`config.mk`:
```
export PLATFORM = sky130hd
export DESIGN_NAME = zoom_window_reader_flat
export DESIGN_NICKNAME = d
export VERILOG_FILES = /design/src/rtl/zoom_window_reader_pkg.sv /design/src/rtl/zoom_window_reader_if.sv /design/src/rtl/zoom_window_reader_win_addr_gen.sv /design/src/rtl/zoom_window_reader.sv /design/src/flat_wrapper.sv
export SDC_FILE = /design/constraint.sdc
export NUM_CORES = 1
export LEC_CHECK = 0
export ABC_AREA = 1
export CAP_MARGIN = 20
export CORE_ASPECT_RATIO = 1.1
export CORE_MARGIN = 2
export CORE_UTILIZATION = 30
export CTS_BUF_LIST = sky130_fd_sc_hd__clkbuf_8
export DETAILED_ROUTE_END_ITERATION = 6
export PLACE_DENSITY = 0.46
export SLEW_MARGIN = 20
export SYNTH_ARGS = -nofsm -noshare
export SYNTH_HDL_FRONTEND = slang
export SYNTH_HIERARCHICAL = 1
export SYNTH_SLANG_ARGS = --single-unit
```
`constraint.sdc`:
```
create_clock -name clock -period 4.2 [get_ports clock]
set_clock_uncertainty 0.2 [all_clocks]
set_input_delay 0.84 -clock clock [delete_from_list [all_inputs] [get_ports clock]]
set_output_delay 0.84 -clock clock [all_outputs]
set_load 0.02 [all_outputs]
```
`src/rtl/zoom_window_reader_pkg.sv`:
```
// Shared types and window geometry helpers for the zoom window reader.
// The zoom encoding doubles as log2 of the zoom factor (0->1x, 1->2x, 2->4x).
package zoom_pkg;

    typedef enum logic [1:0] {
        ZOOM_1X   = 2'd0,
        ZOOM_2X   = 2'd1,
        ZOOM_4X   = 2'd2,
        ZOOM_RSVD = 2'd3
    } zoom_e;

    typedef enum logic [1:0] {
        ST_BLANK = 2'd0,
        ST_LINE  = 2'd1,
        ST_HOLD  = 2'd2
    } state_e;

    // Reserved encoding falls back to 1x.
    function automatic zoom_e zoom_decode(input logic [1:0] sel);
        return (sel == 2'd3) ? ZOOM_1X : zoom_e'(sel);
    endfunction

    function automatic int zoom_factor(input zoom_e z);
        case (z)
            ZOOM_2X: return 2;
            ZOOM_4X: return 4;
            default: return 1;
        endcase
    endfunction

    // Left edge of the centred window; evaluated at elaboration only.
    function automatic int win_x0(input zoom_e z, input int screen_w, input int img_w);
        return (screen_w - img_w * zoom_factor(z)) / 2;
    endfunction

    // Top edge of the centred window; evaluated at elaboration only.
    function automatic int win_y0(input zoom_e z, input int screen_h, input int img_h);
        return (screen_h - img_h * zoom_factor(z)) / 2;
    endfunction

endpackage

```
`src/rtl/zoom_window_reader_if.sv`:
```
// Frame-buffer RAM read port: word address, read enable, 1-cycle read data.
interface zoom_window_reader_if #(
    parameter int ADDR_W = 16,
    parameter int DATA_W = 16
);
    logic [ADDR_W-1:0] addr;
    logic              rden;
    logic [DATA_W-1:0] q;

    modport master (output addr, output rden, input q);
    modport slave  (input addr, input rden, output q);
endinterface

```
`src/rtl/zoom_window_reader_win_addr_gen.sv`:
```
// Source address generation: row-base accumulator plus column/word/lane split.
// Address and lane are combinational so the top can register them on the
// same pixel_en cycle; the frame-start pixel sees a row base of zero.
module win_addr_gen
    import zoom_pkg::*;
#(
    parameter int IMG_W  = 160,
    parameter int IMG_H  = 120,
    parameter int PPW    = 2,
    parameter int ADDR_W = 16,
    parameter int LANE_W = (PPW > 1) ? $clog2(PPW) : 1
) (
    input  logic              clock,
    input  logic              reset_n,
    input  zoom_e             zoom,
    input  logic              clear,
    input  logic              line_end,
    input  logic              last_row,
    input  logic [9:0]        x_off,
    output logic [ADDR_W-1:0] addr,
    output logic [LANE_W-1:0] lane
);
    localparam logic [ADDR_W-1:0] ROW_STEP = ADDR_W'(IMG_W / PPW);
    localparam logic [ADDR_W-1:0] ROW_MAX  = ADDR_W'((IMG_H - 1) * (IMG_W / PPW));
    localparam logic [9:0]        PPW_C    = 10'(PPW);

    logic [ADDR_W-1:0] row_base;
    logic [1:0]        sub_line;
    logic [1:0]        sub_last;
    logic [9:0]        column;
    logic [9:0]        word;
    logic [ADDR_W-1:0] row_cur;

    // Column/word/lane split and final address for the current pixel.
    always_comb begin
        column   = x_off >> zoom;
        word     = column / PPW_C;
        lane     = LANE_W'(column % PPW_C);
        row_cur  = clear ? '0 : row_base;
        addr     = row_cur + ADDR_W'(word);
        case (zoom)
            ZOOM_2X: sub_last = 2'd1;
            ZOOM_4X: sub_last = 2'd3;
            default: sub_last = 2'd0;
        endcase
    end

    // Advance one source row every Z window lines; never past the last row.
    always_ff @(posedge clock or negedge reset_n) begin
        if (!reset_n) begin
            row_base <= '0;
            sub_line <= '0;
        end else if (clear) begin
            row_base <= '0;
            sub_line <= '0;
        end else if (line_end) begin
            if (sub_line == sub_last) begin
                sub_line <= '0;
                if (!last_row && (row_base != ROW_MAX))
                    row_base <= row_base + ROW_STEP;
            end else begin
                sub_line <= sub_line + 2'd1;
            end
        end
    end
endmodule

```
`src/rtl/zoom_window_reader.sv`:
```
// Zoom window reader: fetches source pixels for a centred 1x/2x/4x window
// and delivers them to the display two cycles after each pixel_en.
// Build option: define ZOOM_BORDER_EN to paint out-of-window pixels with
// BORDER_COLOR instead of black.
//
// state    | meaning
// ---------+--------------------------------------------------
// ST_BLANK | outside the window (or not yet synced to a frame)
// ST_LINE  | inside a window row
// ST_HOLD  | between window rows, after a row's last column
module zoom_window_reader
    import zoom_pkg::*;
#(
    parameter int IMG_W    = 160,
    parameter int IMG_H    = 120,
    parameter int SCREEN_W = 640,
    parameter int SCREEN_H = 480,
    parameter int PIX_W    = 8,
    parameter int PPW      = 2,
    parameter int ADDR_W   = 16
`ifdef ZOOM_BORDER_EN
    , parameter logic [PIX_W-1:0] BORDER_COLOR = 8'h25
`endif
) (
    input  logic                 clock,
    input  logic                 reset_n,
    input  logic                 pixel_en,
    input  logic [9:0]           next_x,
    input  logic [9:0]           next_y,
    input  logic [1:0]           zoom_sel,
    zoom_window_reader_if.master mem,
    output logic [PIX_W-1:0]     color_out,
    output logic                 color_valid,
    output logic [1:0]           zoom_active
);
    localparam int LANE_W = (PPW > 1) ? $clog2(PPW) : 1;

`ifdef ZOOM_BORDER_EN
    localparam logic [PIX_W-1:0] BORDER_PIX = BORDER_COLOR;
`else
    localparam logic [PIX_W-1:0] BORDER_PIX = '0;
`endif

    localparam logic [9:0] X0_1 = 10'(win_x0(ZOOM_1X, SCREEN_W, IMG_W));
    localparam logic [9:0] X0_2 = 10'(win_x0(ZOOM_2X, SCREEN_W, IMG_W));
    localparam logic [9:0] X0_4 = 10'(win_x0(ZOOM_4X, SCREEN_W, IMG_W));
    localparam logic [9:0] Y0_1 = 10'(win_y0(ZOOM_1X, SCREEN_H, IMG_H));
    localparam logic [9:0] Y0_2 = 10'(win_y0(ZOOM_2X, SCREEN_H, IMG_H));
    localparam logic [9:0] Y0_4 = 10'(win_y0(ZOOM_4X, SCREEN_H, IMG_H));
    localparam logic [9:0] XE_1 = X0_1 + 10'(IMG_W);
    localparam logic [9:0] XE_2 = X0_2 + 10'(IMG_W * 2);
    localparam logic [9:0] XE_4 = X0_4 + 10'(IMG_W * 4);
    localparam logic [9:0] YE_1 = Y0_1 + 10'(IMG_H);
    localparam logic [9:0] YE_2 = Y0_2 + 10'(IMG_H * 2);
    localparam logic [9:0] YE_4 = Y0_4 + 10'(IMG_H * 4);

    state_e            state, state_nxt;
    zoom_e             zoom_q, zoom_eff;
    logic              armed, active, frame_start;
    logic [9:0]        x0, y0, x_end, y_end;
    logic              in_win, at_last_col, last_row;
    logic              fetch, row_done;
    logic [ADDR_W-1:0] gen_addr;
    logic [LANE_W-1:0] gen_lane;
    logic              v1, w1, v2, w2;
    logic [LANE_W-1:0] l1, l2;
    logic [PIX_W-1:0]  lane_pix;

    // The frame-start pixel already uses the newly requested zoom.
    assign frame_start = pixel_en && (next_x == 10'd0) && (next_y == 10'd0);
    assign zoom_eff    = frame_start ? zoom_decode(zoom_sel) : zoom_q;
    assign active      = armed || frame_start;
    assign zoom_active = zoom_q;

    // Window geometry for the effective zoom, plus position classification.
    always_comb begin
        x0    = X0_1;
        y0    = Y0_1;
        x_end = XE_1;
        y_end = YE_1;
        case (zoom_eff)
            ZOOM_2X: begin x0 = X0_2; y0 = Y0_2; x_end = XE_2; y_end = YE_2; end
            ZOOM_4X: begin x0 = X0_4; y0 = Y0_4; x_end = XE_4; y_end = YE_4; end
            default: ;
        endcase
        in_win      = (next_x >= x0) && (next_x < x_end) && (next_y >= y0) && (next_y < y_end);
        at_last_col = (next_x == x_end - 10'd1);
        last_row    = (next_y == y_end - 10'd1);
    end

    // Zoom is only sampled at frame start; armed blocks fetches after a mid-frame reset.
    always_ff @(posedge clock or negedge reset_n) begin
        if (!reset_n) begin
            zoom_q <= ZOOM_1X;
            armed  <= 1'b0;
        end else if (frame_start) begin
            zoom_q <= zoom_decode(zoom_sel);
            armed  <= 1'b1;
        end
    end

    // FSM state register.
    always_ff @(posedge clock or negedge reset_n) begin
        if (!reset_n) state <= ST_BLANK;
        else          state <= state_nxt;
    end

    // FSM next state; a row ends on its last in-window column.
    always_comb begin
        state_nxt = state;
        if (pixel_en) begin
            if (!active || (next_y >= y_end) || (frame_start && !in_win))
                state_nxt = ST_BLANK;
            else if (in_win)
                state_nxt = at_last_col ? ST_HOLD : ST_LINE;
            else if (state == ST_LINE)
                state_nxt = ST_HOLD;
        end
    end

    // FSM outputs: fetch request and end-of-row strobe.
    always_comb begin
        fetch    = pixel_en && active && in_win;
        row_done = fetch && at_last_col && (state != ST_BLANK || frame_start || in_win);
    end

    win_addr_gen #(
        .IMG_W (IMG_W),
        .IMG_H (IMG_H),
        .PPW   (PPW),
        .ADDR_W(ADDR_W),
        .LANE_W(LANE_W)
    ) u_addr (
        .clock   (clock),
        .reset_n (reset_n),
        .zoom    (zoom_eff),
        .clear   (frame_start),
        .line_end(row_done),
        .last_row(last_row),
        .x_off   (next_x - x0),
        .addr    (gen_addr),
        .lane    (gen_lane)
    );

    // Lane 0 sits in the most significant bits of the RAM word.
    always_comb begin
        lane_pix = '0;
        for (int i = 0; i < PPW; i++)
            if (LANE_W'(i) == l2) lane_pix = mem.q[(PPW - 1 - i) * PIX_W +: PIX_W];
    end

    // Read issue, two-stage tracking of the request, then the colour register.
    always_ff @(posedge clock or negedge reset_n) begin
        if (!reset_n) begin
            mem.addr    <= '0;
            mem.rden    <= 1'b0;
            v1          <= 1'b0;
            w1          <= 1'b0;
            l1          <= '0;
            v2          <= 1'b0;
            w2          <= 1'b0;
            l2          <= '0;
            color_out   <= '0;
            color_valid <= 1'b0;
        end else begin
            mem.rden <= fetch;
            if (fetch) mem.addr <= gen_addr;
            v1          <= pixel_en;
            w1          <= fetch;
            l1          <= gen_lane;
            v2          <= v1;
            w2          <= w1;
            l2          <= l1;
            color_valid <= v2;
            if (v2) color_out <= w2 ? lane_pix : BORDER_PIX;
        end
    end
endmodule

```
`src/flat_wrapper.sv`:
```
// flat-port wrapper written by rule: the top's interface ports become plain ports
module zoom_window_reader_flat import zoom_pkg::*;
#(
    parameter int IMG_W    = 160,
    parameter int IMG_H    = 120,
    parameter int SCREEN_W = 640,
    parameter int SCREEN_H = 480,
    parameter int PIX_W    = 8,
    parameter int PPW      = 2,
    parameter int ADDR_W   = 16

)
  (clock, reset_n, pixel_en, next_x, next_y, zoom_sel, color_out, color_valid, zoom_active, mem_addr, mem_rden, mem_q);
  zoom_window_reader_if #(.ADDR_W(ADDR_W), .DATA_W(16)) mem_i ();
  input  logic clock;
  input  logic reset_n;
  input  logic pixel_en;
  input  logic [9:0] next_x;
  input  logic [9:0] next_y;
  input  logic [1:0] zoom_sel;
  output logic [PIX_W-1:0] color_out;
  output logic color_valid;
  output logic [1:0] zoom_active;
  output wire logic [$bits(mem_i.addr)-1:0] mem_addr;
  output wire logic [$bits(mem_i.rden)-1:0] mem_rden;
  input wire logic [$bits(mem_i.q)-1:0] mem_q;
  assign mem_addr = mem_i.addr;
  assign mem_rden = mem_i.rden;
  assign mem_i.q = mem_q;
  zoom_window_reader #(.IMG_W(IMG_W), .IMG_H(IMG_H), .SCREEN_W(SCREEN_W), .SCREEN_H(SCREEN_H), .PIX_W(PIX_W), .PPW(PPW), .ADDR_W(ADDR_W)) u_core (.clock(clock), .reset_n(reset_n), .pixel_en(pixel_en), .next_x(next_x), .next_y(next_y), .zoom_sel(zoom_sel), .mem(mem_i), .color_out(color_out), .color_valid(color_valid), .zoom_active(zoom_active));
endmodule
```
==> results.md <==
* Status: finished clean
* Endpoint arrival time on the critical path at between 4000 and 5000 ps
* Share of the synthesized netlist area taken by xor and xnor gates at 4.58%
* Core area at ~0.013 mm2
* Highest-utilization routing layer at the global route stage: met2
* Post-synthesis to final-layout area growth at 41.2%
* Number of inserted diodes at 0
* Number of primary I/O pins at slightly below 70
* Number of endpoints with negative hold slack in the final report at 0
* Worst Path Buf+Inv at 4
* Num CTS Buffers at 5
* Maximum net fanout on the critical path at 5
* Max Cap Viol at 0
* Floorplan die area at 0.0143 mm2
* Mean cell area of the mapped netlist at 6.70 um2
* Worst voltage drop across the vdd grid at 0.117 mV
* Share of cells above drive strength 1 at 25.0%
* Overall via count from detail_route at 4070
* CTS tree: done
* Number of placed cells counting well taps at 882
* Compound-Gate Fraction of Synth Area at 7.60%
* Drc violations at 0
* Count of mapped cells out of synthesis at around 600
* Seq/Total Area, Yosys at 29.9%
* Die height at around 130 um
* Synthesized area at 0.00402 mm2
* Post-layout power at 1140 uW
* Die boundary width at 114 um
* Starting density of the core at 30.5%
* Power density of the placed cells at 201 mW/mm2
* Count of port buffers added during placement at 68
* WS Path Type: input port to flop
* Total global routing track utilization at between 10% and 20%
* Minimum clock period at 4150 ps
* Slowest cell delay on critical path at between 300 and 400 ps
* Num Clock Sinks at 48
* Global-route wire length before repair at 19100 um
* FF+latch count, synth at 48
* Worst path top cell family by delay: simple AND/OR/NAND/NOR gates
* Met1 global-route usage at 22.2%
* Static power due to leakage at around 0.0029 uW
* Tightest slew margin relative to the limit at 38.9%
* Vias in the first global route at 4036
* Finished Layout Cells at 901
* Leftover overflow at the end of global routing at 0
* Portion of the clock cycle consumed by the worst path in the final layout at 98.9%
* Clock Pin Slew Worst Setup and Hold Paths at roughly 100 ps
* Net count, final at 813
* Fill cells at 1391
* Pre-antenna DRT Iters at 4
* Average wire length per cell after detail routing at 12.4 um
* Gp weighted congestion at 0.848
* Met2 Resource Use GR at 27.5%
* Setup crit start kind: input port
* Met3 GRT Util at 1.75%
* Maximum number of pins on one net before global-route repair at 39
* Vias per cell at 4.52
* Transition time of the tightest slew-check pin at between 900 and 1000 ps
* CTS Root Buffer Type: sky130_fd_sc_hd__clkbuf_8
* Number of cell rows at 44
* Combined area of the multi-input logic cells at 0.00269 mm2
* CP max-delay cell: sky130_fd_sc_hd__fa_2
* Adder-Cell Fraction of Synth Area at around a tenth
* Initial drt markers at 158
* Crit path required time at around 4200 ps
* Kind of end point of the critical path: flop
* CTS H-tree depth at 2
* Final Routed Wirelength at roughly 11000 um
* Top achievable clock speed at 241 MHz
* Worst min-delay path class: flop to flop
* Max Transition Viols Final at 0
* Largest family of logic cells by synthesized area: simple AND/OR/NAND/NOR gates
* Endpoints failing setup at 0
* Clock insertion delay at the later pin of the skew report at between 300 and 400 ps
* Ys Warns at 6
* Cell seen most often among critical-path stages: sky130_fd_sc_hd__nand2_2
* RSZ-0062 raised after global routing: yes
* Area taken by flip-flops and latches at 0.00120 mm2
* Library cells used by synthesis at 38
* Synthesized-area fraction occupied by and/or/nand/nor cells at 36.8%
* Post-detailed-placement half-perimeter wirelength at ~8600 um
* Maximum number of buffers from clock root to sink at 2
* Multiplexer share of the synthesized area at 0.748%
* Antenna-violating nets left at 0
* Initial antenna violation count at 0
-- sequential cells by signal, summed over array words and instances, names as in the netlist, 2 cells and up --
name	cells
u_core/zoom_active	2
u_core/u_addr/row_base	12
u_core/mem.addr	16
u_core/color_out	8
u_core/u_addr/sub_line	2
-- cell families (layout without fill, tap and decap cells) --
kind of cell | after synthesis | after routing
AND/OR/NAND/NOR | 351 | 351
multiplexers | 3 | 3
buffers and inverters | 92 | 231
XOR/XNOR | 21 | 21
other | 2 | 4
adder cells (fa/ha/maj) | 32 | 32
AO/OA/AOI/OAI | 50 | 50
flip-flops | 48 | 48
-- final cells by class --
class                   instances  area share [%]
repair buffers                146            21.1
well taps                     161            3.55
flip-flops and latches         48            21.2
multi-input cells             461            47.5
clock buffers                   5            1.21
inverters                      78            5.34
clock inverters                 2           0.154
-- layout by cell type (no fill, tap or decap), types with 13 or more instances in the layout --
master	n
sky130_fd_sc_hd__nand2_1	194
sky130_fd_sc_hd__buf_4	76
sky130_fd_sc_hd__nor2_1	65
sky130_fd_sc_hd__inv_1	63
sky130_fd_sc_hd__dfrtp_1	48
sky130_fd_sc_hd__clkdlybuf4s50_1	44
sky130_fd_sc_hd__nand3_1	33
sky130_fd_sc_hd__ha_1	27
sky130_fd_sc_hd__nand2_2	16
sky130_fd_sc_hd__inv_2	13
sky130_fd_sc_hd__o21ai_1	13
-- metal layers --
layer	part of all wire (%)	routed length, um
met3	3.3	373
met1	49	5410
met4	1.6	180
met2	46	5180
met5	0	0
-- final timing paths --
| kind | startpoint | end | slack (ps) | cells past startpoint |
|---|---|---|---|---|
| max | next_x[8] | u_core/mem.addr[11] | 50 | 27 |
| max in group asynchronous | reset_n | u_core/mem.addr[10] | 2630 | 2 |
| min reg2reg | u_core/l1 | u_core/l2 | 180 | 0 |
| max reg2reg | u_core/zoom_active[0] | u_core/mem.addr[11] | 760 | 23 |
| min | u_core/l1 | u_core/l2 | 180 | 0 |
| min in group asynchronous | reset_n | u_core/l1 | 450 | 1 |
-- synth_stat cells --
cell type                  number  share of area (%)
sky130_fd_sc_hd__inv_2          6               0.56
sky130_fd_sc_hd__buf_12         1               0.50
sky130_fd_sc_hd__ha_1          30                9.3
sky130_fd_sc_hd__nand4_1        9                1.4
sky130_fd_sc_hd__a21oi_1       13                1.6
sky130_fd_sc_hd__nor3_2         1               0.25
sky130_fd_sc_hd__buf_6          1               0.28
sky130_fd_sc_hd__nand3_1       38                4.7
sky130_fd_sc_hd__buf_4          4               0.75
sky130_fd_sc_hd__o21ai_1       10                1.2
sky130_fd_sc_hd__inv_6          1               0.22
sky130_fd_sc_hd__or2_1          1               0.16
sky130_fd_sc_hd__xor2_1        13                2.8
sky130_fd_sc_hd__clkbuf_2       1               0.12
sky130_fd_sc_hd__o32ai_1        8                1.7
sky130_fd_sc_hd__fa_1           2                1.0
sky130_fd_sc_hd__o21bai_1       1               0.19
sky130_fd_sc_hd__and2_1         2               0.31
sky130_fd_sc_hd__a21boi_4       1               0.47
sky130_fd_sc_hd__nor2_2         6               0.93
sky130_fd_sc_hd__xnor2_1        8                1.7
sky130_fd_sc_hd__a22oi_1        2               0.37
sky130_fd_sc_hd__nor2_1        72                6.7
sky130_fd_sc_hd__dfrtp_1       48                 30
sky130_fd_sc_hd__conb_1         2               0.19
sky130_fd_sc_hd__clkbuf_1       4               0.37
sky130_fd_sc_hd__nor2_4         2               0.56
sky130_fd_sc_hd__nand2_1      205                 19
sky130_fd_sc_hd__nand2_2        6               0.93
sky130_fd_sc_hd__nor3_1         6               0.75
sky130_fd_sc_hd__nand3_4        1               0.44
sky130_fd_sc_hd__a21oi_2        1               0.22
sky130_fd_sc_hd__inv_1         71                6.6
sky130_fd_sc_hd__nand2_4        1               0.28
sky130_fd_sc_hd__mux2i_1        3               0.75
sky130_fd_sc_hd__o21ai_0       14                1.7
sky130_fd_sc_hd__or2_2          1               0.16
sky130_fd_sc_hd__buf_2          3               0.37
-- metrics by stage --
step | TNS [ps] | hold WS, ps | cell area (um2) | util, % | setup WS (ps)
after detailed placement | -15780 | 139 | 5410 | 41.1 | -735
after global placement | -14570 | 133 | 5410 | 41.1 | -673
after global routing | -1360 | 177 | 5670 | 43.1 | -202
after floorplan | -219 | 131 | 4120 | - | -62.4
final | 0 | 177 | 5670 | 43.1 | 46.9
after CTS | 0 | 173 | 5580 | 42.4 | 1.66
-- power by group --
part | total [uW] | switching (uW) | leakage (uW) | internal (uW)
Sequential | 515 | 18.8 | 0.000639 | 496
Clock | 275 | 164 | 0.0000452 | 111
Combinational | 351 | 177 | 0.00220 | 174
-- what timing repair did --
action / 4_1_cts / 5_1_grt
resized for setup: 75 / 53
pin swaps: 38 / 25
setup endpoints to repair: 25 / 23
setup buffers: 6 / 6
hold buffers: 0 / 0
No activity file was read; power rests on OpenSTA's default activity.
